==> config.mk <==
export PLATFORM = sky130hd
export DESIGN_NAME = uart_tx_sequencer
export DESIGN_NICKNAME = d
export VERILOG_FILES = /design/src/rtl/uart_pkg.sv /design/src/rtl/uart_baud_counter.sv /design/src/rtl/uart_tx_sequencer.sv
export SDC_FILE = /design/constraint.sdc
export NUM_CORES = 1
export LEC_CHECK = 0
export ABC_AREA = 1
export CORE_MARGIN = 5
export CORE_UTILIZATION = 50
export CTS_CLUSTER_DIAMETER = 120
export DETAILED_ROUTE_END_ITERATION = 12
export PLACE_DENSITY_LB_ADDON = 0.05
export SYNTH_ARGS = -nofsm -noshare
export SYNTH_HDL_FRONTEND = slang
export SYNTH_HIERARCHICAL = 1
export SYNTH_SLANG_ARGS = --single-unit
==> constraint.sdc <==
create_clock -name clk -period 2.2 [get_ports clk]
set_input_delay 0.44 -clock clk [delete_from_list [all_inputs] [get_ports clk]]
set_output_delay 0.44 -clock clk [all_outputs]
set_load 0.01 [all_outputs]
==> src/rtl/uart_pkg.sv <==
// Shared UART definitions: FSM state encoding, counter-width helper and frame defaults.
// Imported by the TX sequencer and the baud counter (and later by the RX side).
package uart_pkg;

    typedef enum logic [1:0] {
        IDLE  = 2'd0,
        START = 2'd1,
        DATA  = 2'd2,
        STOP  = 2'd3
    } uart_state_e;

    localparam int DEFAULT_CLKS_PER_BIT = 16;
    localparam int DEFAULT_DATA_BITS    = 8;
    localparam int DEFAULT_STOP_BITS    = 1;

    // Counter width needed to count 0..clks_per_bit-1; clks_per_bit >= 2 keeps this >= 1.
    function automatic int baud_cnt_width(input int clks_per_bit);
        return $clog2(clks_per_bit);
    endfunction

endpackage

==> src/rtl/uart_baud_counter.sv <==
// Per-bit timing: counts 0..CLKS_PER_BIT-1 while enabled and pulses tick at terminal count.
// Clear has priority so a new frame always starts a fresh bit period.
module uart_baud_counter
    import uart_pkg::*;
#(
    parameter int CLKS_PER_BIT = DEFAULT_CLKS_PER_BIT
) (
    input  logic clk,
    input  logic reset,
    input  logic clear,
    input  logic enable,
    output logic tick
);

    localparam int CNT_W = baud_cnt_width(CLKS_PER_BIT);
    localparam logic [CNT_W-1:0] CNT_LAST = CNT_W'(CLKS_PER_BIT - 1);

    if (CLKS_PER_BIT < 2) begin : g_bad_clks_per_bit
        $error("uart_baud_counter: CLKS_PER_BIT must be >= 2");
    end

    logic [CNT_W-1:0] cnt_q;
    logic [CNT_W-1:0] cnt_d;

    assign tick = enable && (cnt_q == CNT_LAST);

    always_comb begin
        cnt_d = cnt_q;
        if (clear) begin
            cnt_d = '0;
        end else if (enable) begin
            cnt_d = tick ? '0 : cnt_q + CNT_W'(1);
        end
    end

    always_ff @(posedge clk or posedge reset) begin
        if (reset) begin
            cnt_q <= '0;
        end else begin
            cnt_q <= cnt_d;
        end
    end

endmodule

==> src/rtl/uart_tx_sequencer.sv <==
// UART transmit sequencer: accepts a byte over valid/ready and shifts out start, data (LSB first)
// and stop bits on a registered, idle-high line that reset forces high asynchronously.
//
//   state | meaning
//   IDLE  | line high, tx_ready asserted, waiting for tx_valid
//   START | line low for one bit period
//   DATA  | data bits LSB-first, one bit period each
//   STOP  | line high for STOP_BITS bit periods, then back to IDLE
module uart_tx_sequencer
    import uart_pkg::*;
#(
    parameter int CLKS_PER_BIT = DEFAULT_CLKS_PER_BIT,
    parameter int DATA_BITS    = DEFAULT_DATA_BITS,
    parameter int STOP_BITS    = DEFAULT_STOP_BITS
) (
    input  logic                 clk,
    input  logic                 reset,
    input  logic                 tx_valid,
    input  logic [DATA_BITS-1:0] tx_data,
    output logic                 tx_ready,
    output logic                 txd,
    output logic                 busy
);

    localparam int BIT_W = $clog2(DATA_BITS + 1);
    localparam logic [BIT_W-1:0] DATA_LAST = BIT_W'(DATA_BITS - 1);
    localparam logic [BIT_W-1:0] STOP_LAST = BIT_W'(STOP_BITS - 1);

    if (CLKS_PER_BIT < 2) begin : g_bad_clks_per_bit
        $error("uart_tx_sequencer: CLKS_PER_BIT must be >= 2");
    end
    if (DATA_BITS < 5 || DATA_BITS > 9) begin : g_bad_data_bits
        $error("uart_tx_sequencer: DATA_BITS must be in 5..9");
    end
    if (STOP_BITS < 1 || STOP_BITS > 2) begin : g_bad_stop_bits
        $error("uart_tx_sequencer: STOP_BITS must be 1 or 2");
    end

    uart_state_e          state_q, state_d;
    logic [DATA_BITS-1:0] shift_q, shift_d;
    logic [BIT_W-1:0]     bit_cnt_q, bit_cnt_d;
    logic                 txd_q, txd_d;
    logic                 ready_q, ready_d;

    logic accept;
    logic baud_clear;
    logic baud_enable;
    logic bit_tick;

    // ready is a register rather than a state decode so it stays low while reset is held.
    assign accept      = tx_valid && ready_q;
    assign baud_enable = (state_q != IDLE);

    assign tx_ready = ready_q;
    assign txd      = txd_q;
    assign busy     = (state_q != IDLE);

    uart_baud_counter #(
        .CLKS_PER_BIT(CLKS_PER_BIT)
    ) u_baud (
        .clk    (clk),
        .reset  (reset),
        .clear  (baud_clear),
        .enable (baud_enable),
        .tick   (bit_tick)
    );

    always_comb begin
        state_d    = state_q;
        shift_d    = shift_q;
        bit_cnt_d  = bit_cnt_q;
        txd_d      = txd_q;
        baud_clear = 1'b0;

        case (state_q)
            IDLE: begin
                txd_d = 1'b1;
                if (accept) begin
                    shift_d    = tx_data;
                    bit_cnt_d  = '0;
                    baud_clear = 1'b1;
                    txd_d      = 1'b0;
                    state_d    = START;
                end
            end
            START: begin
                if (bit_tick) begin
                    txd_d     = shift_q[0];
                    bit_cnt_d = '0;
                    state_d   = DATA;
                end
            end
            DATA: begin
                if (bit_tick) begin
                    if (bit_cnt_q == DATA_LAST) begin
                        txd_d     = 1'b1;
                        bit_cnt_d = '0;
                        state_d   = STOP;
                    end else begin
                        // Next line level is the bit about to become shift_q[0].
                        shift_d   = {1'b0, shift_q[DATA_BITS-1:1]};
                        txd_d     = shift_q[1];
                        bit_cnt_d = bit_cnt_q + BIT_W'(1);
                    end
                end
            end
            STOP: begin
                txd_d = 1'b1;
                if (bit_tick) begin
                    if (bit_cnt_q == STOP_LAST) begin
                        bit_cnt_d = '0;
                        state_d   = IDLE;
                    end else begin
                        bit_cnt_d = bit_cnt_q + BIT_W'(1);
                    end
                end
            end
            default: begin
                txd_d   = 1'b1;
                state_d = IDLE;
            end
        endcase

        ready_d = (state_d == IDLE);
    end

    always_ff @(posedge clk or posedge reset) begin
        if (reset) begin
            state_q   <= IDLE;
            shift_q   <= '0;
            bit_cnt_q <= '0;
            txd_q     <= 1'b1;
            ready_q   <= 1'b0;
        end else begin
            state_q   <= state_d;
            shift_q   <= shift_d;
            bit_cnt_q <= bit_cnt_d;
            txd_q     <= txd_d;
            ready_q   <= ready_d;
        end
    end

endmodule

==> results.rst, run 1 <==
.. list-table::
   :header-rows: 1

   * - Metric
     - Value
   * - Half-perimeter wire length after detailed placement
     - 1.733 mm
   * - CTS Buffer Depth
     - 2
   * - Post-CTS Hold Buffers
     - 0
   * - CP startpoint kind
     - register
   * - Chain of cells forming the critical path
     - inv_2, nand2_1, clkdlybuf4s50_1
   * - Total number of nets in the final design
     - 191
   * - Proportion of power drawn by combinational gates
     - 0.036
   * - Delay-heaviest family, CP
     - buffers and inverters
   * - Max-slew violation total from the final report
     - 0
   * - Leak Pwr
     - 0.7455 nW
   * - Number of levels the H-tree was split into
     - 1
   * - Antenna diode instance count
     - 0
   * - Reg2reg start
     - state_q[1]$_DFF_PP0_
   * - Clock tree root buffer cell
     - clkbuf_4
   * - Area of combinational cells with multiple inputs
     - 556.8 sq um
   * - Share of power burned in the clock network
     - 0.435
   * - Worst Path Arrival
     - 1670 ps
   * - Mean number of vias per cell
     - 4.956
   * - Clock tree from TritonCTS
     - built
   * - Number of placement rows
     - 17
   * - Count of antenna-violating nets left after detailed routing
     - 0
   * - Largest fanout on the critical path
     - 8
   * - Number of top-level pins
     - 14
   * - Full die area
     - 3329 sq um
   * - Setup Crit Path Kind
     - register to output port
   * - Hold WC Path Type
     - primary input to async pin
   * - Measured slew at the worst slew-check pin
     - 630.4 ps
   * - Post-synthesis instance area
     - 1137 sq um
   * - Final period util
     - 0.9610
   * - Detailed Routing Iterations Pass 1
     - 4
   * - Maximum clock frequency
     - 0.4730 GHz
   * - Max_slew headroom
     - 0.5793
   * - Worst clock skew
     - 5.900 ps
   * - Yosys cell types
     - 20
   * - Number of buffers and inverters on the critical path
     - 2
   * - Slowest cell on the critical path
     - clkdlybuf4s50_1
   * - Post-route minimum period
     - 2114 ps
   * - Routed wire length
     - 2.263 mm
   * - # port buffers
     - 13
   * - Register cell area after layout
     - 501.7 sq um
   * - Via count of the first global-routing pass
     - 959
   * - Wire length of the first global-routing pass
     - 3.974 mm
   * - Average instance area after synthesis
     - 7.198 sq um
   * - Remaining routing DRC violations
     - 0
   * - Outcome
     - finished clean
   * - Worst IR drop on VDD
     - 355.1 uV
   * - Count of cells resized by post-cts repair
     - 0
   * - Inserted Clock Buffers
     - 3
   * - Ratio of total power to cell area
     - 508.7 nW/um^2
   * - Part of the Yosys area used for sequential elements
     - 0.4411
   * - Floorplan core area
     - 2191 sq um
   * - Hold Slack
     - 329.9 ps
   * - Count of endpoints failing hold in the final timing report
     - 0
   * - Die Span Y
     - 57.70 um
   * - Routed wire length per instance
     - 11.09 um
   * - Layout fillers
     - 202
   * - Unrepaired setup endpoints after global routing
     - false
   * - CP Capture Type
     - output port
   * - Register clock-pin slew on the reported worst setup and hold paths
     - 120 ps
   * - Count of final setup violators
     - 0
   * - Number of standard cells after synthesis
     - 158
   * - Synthesized Nets
     - 172
   * - Initial cell density of the core
     - 0.5191
   * - Layout cell share with drive strength beyond 1
     - 0.07955
   * - Number of antenna violations at the first check in global routing
     - 0
   * - Switch share
     - 0.1832
   * - Count of buffers added by post-CTS timing repair for setup
     - 0
   * - Total number of clock tree sinks
     - 20
   * - GPL Wtd Cong
     - 0.8578
   * - Count of max-cap constraint violations
     - 0
   * - Highest cell delay on the worst timing path
     - 580 ps
   * - Cell Int Power
     - 0.5672 mW
   * - Ys Warns
     - 6
   * - Switching power total
     - 0.1272 mW
   * - Power share of the sequential group
     - 0.529
   * - First DRT Iteration DRCs
     - 25
   * - Maximum number of pins on one net before global-route repair
     - 17
   * - Post-synthesis sequential element count
     - 20
   * - Vias after detailed routing
     - 1011
   * - Start point of the critical path
     - state_q[1]$_DFF_PP0_
   * - Required time at the worst-slack endpoint
     - 1760 ps
   * - Latest clock arrival within the worst-skew pair
     - 300 ps
   * - Area grow syn2layout
     - 20.02%
   * - Total Negative Setup Slacks
     - 0 ps
   * - Combined global-route utilization of all metal layers
     - 0.1495
   * - GRT overflow
     - 0
   * - Die outline width
     - 57.70 um
## stage by stage
step | util | cells | power [mW] | setup WS [ps] | instance area, sq um
after floorplan | - | 158 | 0.3802 | 319.0 | 1137
after global placement | 0.5991 | 200 | 0.4002 | 415.3 | 1313
after detailed placement | 0.5991 | 200 | 0.4005 | 331.8 | 1313
after CTS | 0.6231 | 204 | 0.7016 | 90.44 | 1365
after global routing | 0.6231 | 204 | 0.7247 | 3.655 | 1365
final | 0.6231 | 204 | 0.6944 | 85.77 | 1365
## cells in the final DEF (no fill, tap or decap), drive strengths merged, types with 2 or more instances in the layout
cell type,count
nor2,10
inv,18
nand2,74
ha,3
buf,2
nor3,2
dfrtp,19
nand3,14
nand4,7
clkbuf,3
o21ai,4
a21oi,3
clkdlybuf4s50,13
## path summary, 6_finish.rpt
kind                                                to  slack, ps  cells past startpoint
max                                               busy         90                      3
min reg2reg                            txd$_DFFE_PP1P_        470                      2
min in group clk                       txd$_DFFE_PP1P_        470                      2
min                        u_baud/cnt_q[1]$_DFFE_PP0P_        330                      2
max reg2reg                     shift_q[2]$_DFFE_PP0P_        280                     11
max in group asynchronous         state_q[1]$_DFF_PP0_       1260                      2
## sequential cells by signal, indices dropped and copies added, names as in the netlist
register	cells
txd	1
shift_q	8
state_q	2
u_baud/cnt_q	4
tx_ready	1
bit_cnt_q	4
## metal layers
layer  up-vias  routed length, um  track usage
met5         -                  0            0
met4         0                 31      0.05960
met3         4                 93      0.02227
met2        20                989       0.2306
met1       450               1149       0.2104
li1        537                  -            -
## cells by family after synthesis
family | share of synthesized area
simple gates | 0.4092
buf+inv | 0.06930
flops | 0.4412
compound gates | 0.04730
fa+ha+maj | 0.03301
## cell usage after synthesis
cell type  count  area share
nand2_4        1      0.0099
ha_1           3       0.033
nor2_8         1       0.018
nor2_1         9       0.030
inv_2          2      0.0066
clkinv_1       1      0.0033
dfstp_2        1       0.023
nand3_1       14       0.062
buf_2          1      0.0044
nand2_2        1      0.0055
nor3_1         2      0.0088
o21ai_0        3       0.013
dfrtp_1       19        0.42
inv_4          1      0.0055
o21bai_1       1      0.0066
nand2_1       72        0.24
nand4_1        7       0.039
a21oi_1        3       0.013
inv_1         15       0.050
o21ai_4        1       0.014
## power by group through the flow
stage | clock network (mW) | registers [mW] | logic, mW
detailed placement | 0 | 0.375 | 0.0259
finish | 0.302 | 0.368 | 0.0249
global placement | 0 | 0.375 | 0.0256
floorplan | 0 | 0.375 | 0.00565
global route | 0.329 | 0.368 | 0.0278
CTS | 0.308 | 0.368 | 0.0259
## area by class of cell
cell class                      instances  area share
Sequential cell                        20      0.3676
Inverter                               19     0.05408
Clock inverter                          1     0.02200
Clock buffer                            3     0.01650
Multi-Input combinational cell        118      0.4079
Timing Repair Buffer                   15      0.1063
Tap cell                               28     0.02566
No activity file was read; power rests on OpenSTA's default activity.
==> inputs of run 2 (changes only) <==
--- a/config.mk
+++ b/config.mk
@@ -10,6 +10,7 @@
 export CORE_UTILIZATION = 50
 export CTS_CLUSTER_DIAMETER = 120
 export DETAILED_ROUTE_END_ITERATION = 12
+export GPL_ROUTABILITY_DRIVEN = 1
 export PLACE_DENSITY_LB_ADDON = 0.05
 export SYNTH_ARGS = -nofsm -noshare
 export SYNTH_HDL_FRONTEND = slang
==> results of run 2 <==
No change in the layout: final DEF, timing and power equal those of run 1.
==> inputs of run 3 (changes only) <==
--- a/config.mk
+++ b/config.mk
@@ -6,7 +6,7 @@
 export NUM_CORES = 1
 export LEC_CHECK = 0
 export ABC_AREA = 1
-export CORE_MARGIN = 5
+export CORE_MARGIN = 3
 export CORE_UTILIZATION = 50
 export CTS_CLUSTER_DIAMETER = 120
 export DETAILED_ROUTE_END_ITERATION = 12
==> run 3 against run 2 <==
Fmax decreased by 0.17%. Global-route usage increased by 4.6 points. Sequential cell count unchanged. Clock skew increased by 11 ps.
==> results.rst, run 3 (synthesis gave the netlist of run 1 again) <==
.. list-table::
   :header-rows: 1

   * - Metric
     - Value
   * - CTS Buffer Depth
     - 2
   * - Floorplan core area
     - 2062 sq um
   * - Die Span Y
     - 53.70 um
   * - Total Negative Setup Slacks
     - 0 ps
   * - Number of levels the H-tree was split into
     - 1
   * - Clock tree from TritonCTS
     - built
   * - Mean number of vias per cell
     - 5.149
   * - Number of placement rows
     - 16
   * - Count of antenna-violating nets left after detailed routing
     - 0
   * - Die outline width
     - 53.70 um
   * - First DRT Iteration DRCs
     - 25
   * - Setup Crit Path Kind
     - register to output port
   * - Final period util
     - 0.9627
   * - Count of max-cap constraint violations
     - 0
   * - Required time at the worst-slack endpoint
     - 1760 ps
   * - Biggest regs
     - shift_q x8, bit_cnt_q x4, u_baud/cnt_q x4
   * - Final non-filler cell area
     - 1333 sq um
   * - Half-perimeter wire length after detailed placement
     - 1.811 mm
   * - Latest clock arrival within the worst-skew pair
     - 310 ps
   * - Ratio of total power to cell area
     - 433.3 nW/um^2
   * - Largest fanout on the critical path
     - 8
   * - Remaining routing DRC violations
     - 0
   * - Largest reg by FF count
     - shift_q
   * - CP Capture Type
     - output port
   * - Routed wire length
     - 2.376 mm
   * - Leading cell type in the layout, fill and taps excluded
     - nand2_1
   * - Number of antenna violations at the first check in global routing
     - 0
   * - CP startpoint kind
     - register
   * - Outcome
     - finished clean
   * - Placed Instances
     - 198
   * - Count of buffers added by post-CTS timing repair for setup
     - 0
   * - Measured slew at the worst slew-check pin
     - 622.0 ps
   * - Worst IR drop on VDD
     - 282.4 uV
   * - Leak Pwr
     - 0.7251 nW
   * - Combined global-route utilization of all metal layers
     - 0.1953
   * - Layout cell share with drive strength beyond 1
     - 0.08000
   * - Initial cell density of the core
     - 0.5516
   * - Maximum clock frequency
     - 0.4722 GHz
   * - Cell area reported after detailed placement
     - 1304 sq um
   * - Max-slew violation total from the final report
     - 0
   * - Count of placed standard cells in the final layout, fillers left out
     - 202
   * - GPL Wtd Cong
     - 0.8601
   * - Layout fillers
     - 182
   * - Post-CTS Hold Buffers
     - 0
   * - Worst Path Arrival
     - 1680 ps
   * - Total number of clock tree sinks
     - 20
   * - Max_slew headroom
     - 0.5848
   * - Count of endpoints failing hold in the final timing report
     - 0
   * - Inserted Clock Buffers
     - 3
   * - Routed wire length per instance
     - 11.76 um
   * - Post-route minimum period
     - 2118 ps
   * - Detailed Routing Iterations Pass 1
     - 4
   * - Reg-to-reg slack, setup
     - 260 ps
   * - Antenna diode instance count
     - 0
   * - Unrepaired setup endpoints after global routing
     - false
   * - Full die area
     - 2883 sq um
   * - Max reg flops
     - 8
   * - Register cell area after layout
     - 504.2 sq um
   * - Vias after detailed routing
     - 1040
   * - Count of final setup violators
     - 0
   * - Hold Slack
     - 347.7 ps
   * - GRT overflow
     - 0
   * - Number of top-level pins
     - 14
   * - Register clock-pin slew on the reported worst setup and hold paths
     - 120 ps
   * - Maximum number of pins on one net before global-route repair
     - 17
   * - Via count of the first global-routing pass
     - 952
   * - Area grow syn2layout
     - 17.16%
   * - Wire length of the first global-routing pass
     - 4.140 mm
   * - Clock tree root buffer cell
     - clkbuf_4
   * - Total number of nets in the final design
     - 190
   * - Area of combinational cells with multiple inputs
     - 556.8 sq um
   * - # port buffers
     - 13
   * - Commonest non-fill, non-tap cells in the layout
     - nand2_1, dfrtp_1, inv_1
   * - Hold WC Path Type
     - primary input to async pin
   * - Worst clock skew
     - 17.26 ps
==> run 3: critical path, stage by stage (launching register included) <==
cell	delay (ps)
dfrtp_2	500
inv_2	70
nand2_1	220
clkdlybuf4s50_1	590
==> run 3: layout make-up <==
type / instances / area share
flip-flops and latches: 20 / 0.3784
inverters: 19 / 0.05540
clock buffers: 4 / 0.01972
repair buffers: 14 / 0.1033
well taps: 27 / 0.02535
multi-input cells: 118 / 0.4178
==> run 3: power by group <==
part	switching, mW	leakage, nW	internal, mW	total (mW)
clock	0.115	0.0150	0.0706	0.185
sequential	0	0.254	0.368	0.368
combinational	0.00918	0.456	0.0155	0.0247
total	0.124	0.725	0.454	0.577
==> run 3: metal layers <==
layer  part of all wire  GRT usage
met1               0.47     0.2772
met2               0.46     0.3065
met3              0.055    0.02493
met4              0.011    0.06383
met5                  0          0
==> run 3: final timing paths <==
path,startpoint,to,cells past startpoint
setup / recovery,state_q[0]$_DFF_PP0_,busy,3
hold / removal,reset,u_baud/cnt_q[3]$_DFFE_PP0P_,2
setup reg to reg,state_q[0]$_DFF_PP0_,shift_q[7]$_DFFE_PP0P_,11
hold reg to reg,txd$_DFFE_PP1P_,txd$_DFFE_PP1P_,2
max in group asynchronous,reset,state_q[1]$_DFF_PP0_,2
min in group clk,txd$_DFFE_PP1P_,txd$_DFFE_PP1P_,2
==> run 3: what timing repair did <==
item | CTS | global route
gates resized for setup | 1 | 1
gates cloned | 0 | 0
endpoints found under the setup margin | 1 | 1
==> run 3: metrics by stage <==
step / setup WS, ps / utilization / power, mW
5_1_grt: 7.402 / 0.6462 / 0.5926
6_report: 82.16 / 0.6462 / 0.5774
2_1_floorplan: 319.0 / - / 0.3802
3_3_place_gp: 324.8 / 0.6323 / 0.3999
4_1_cts: 66.03 / 0.6456 / 0.5833
3_5_place_dp: 209.2 / 0.6323 / 0.4000
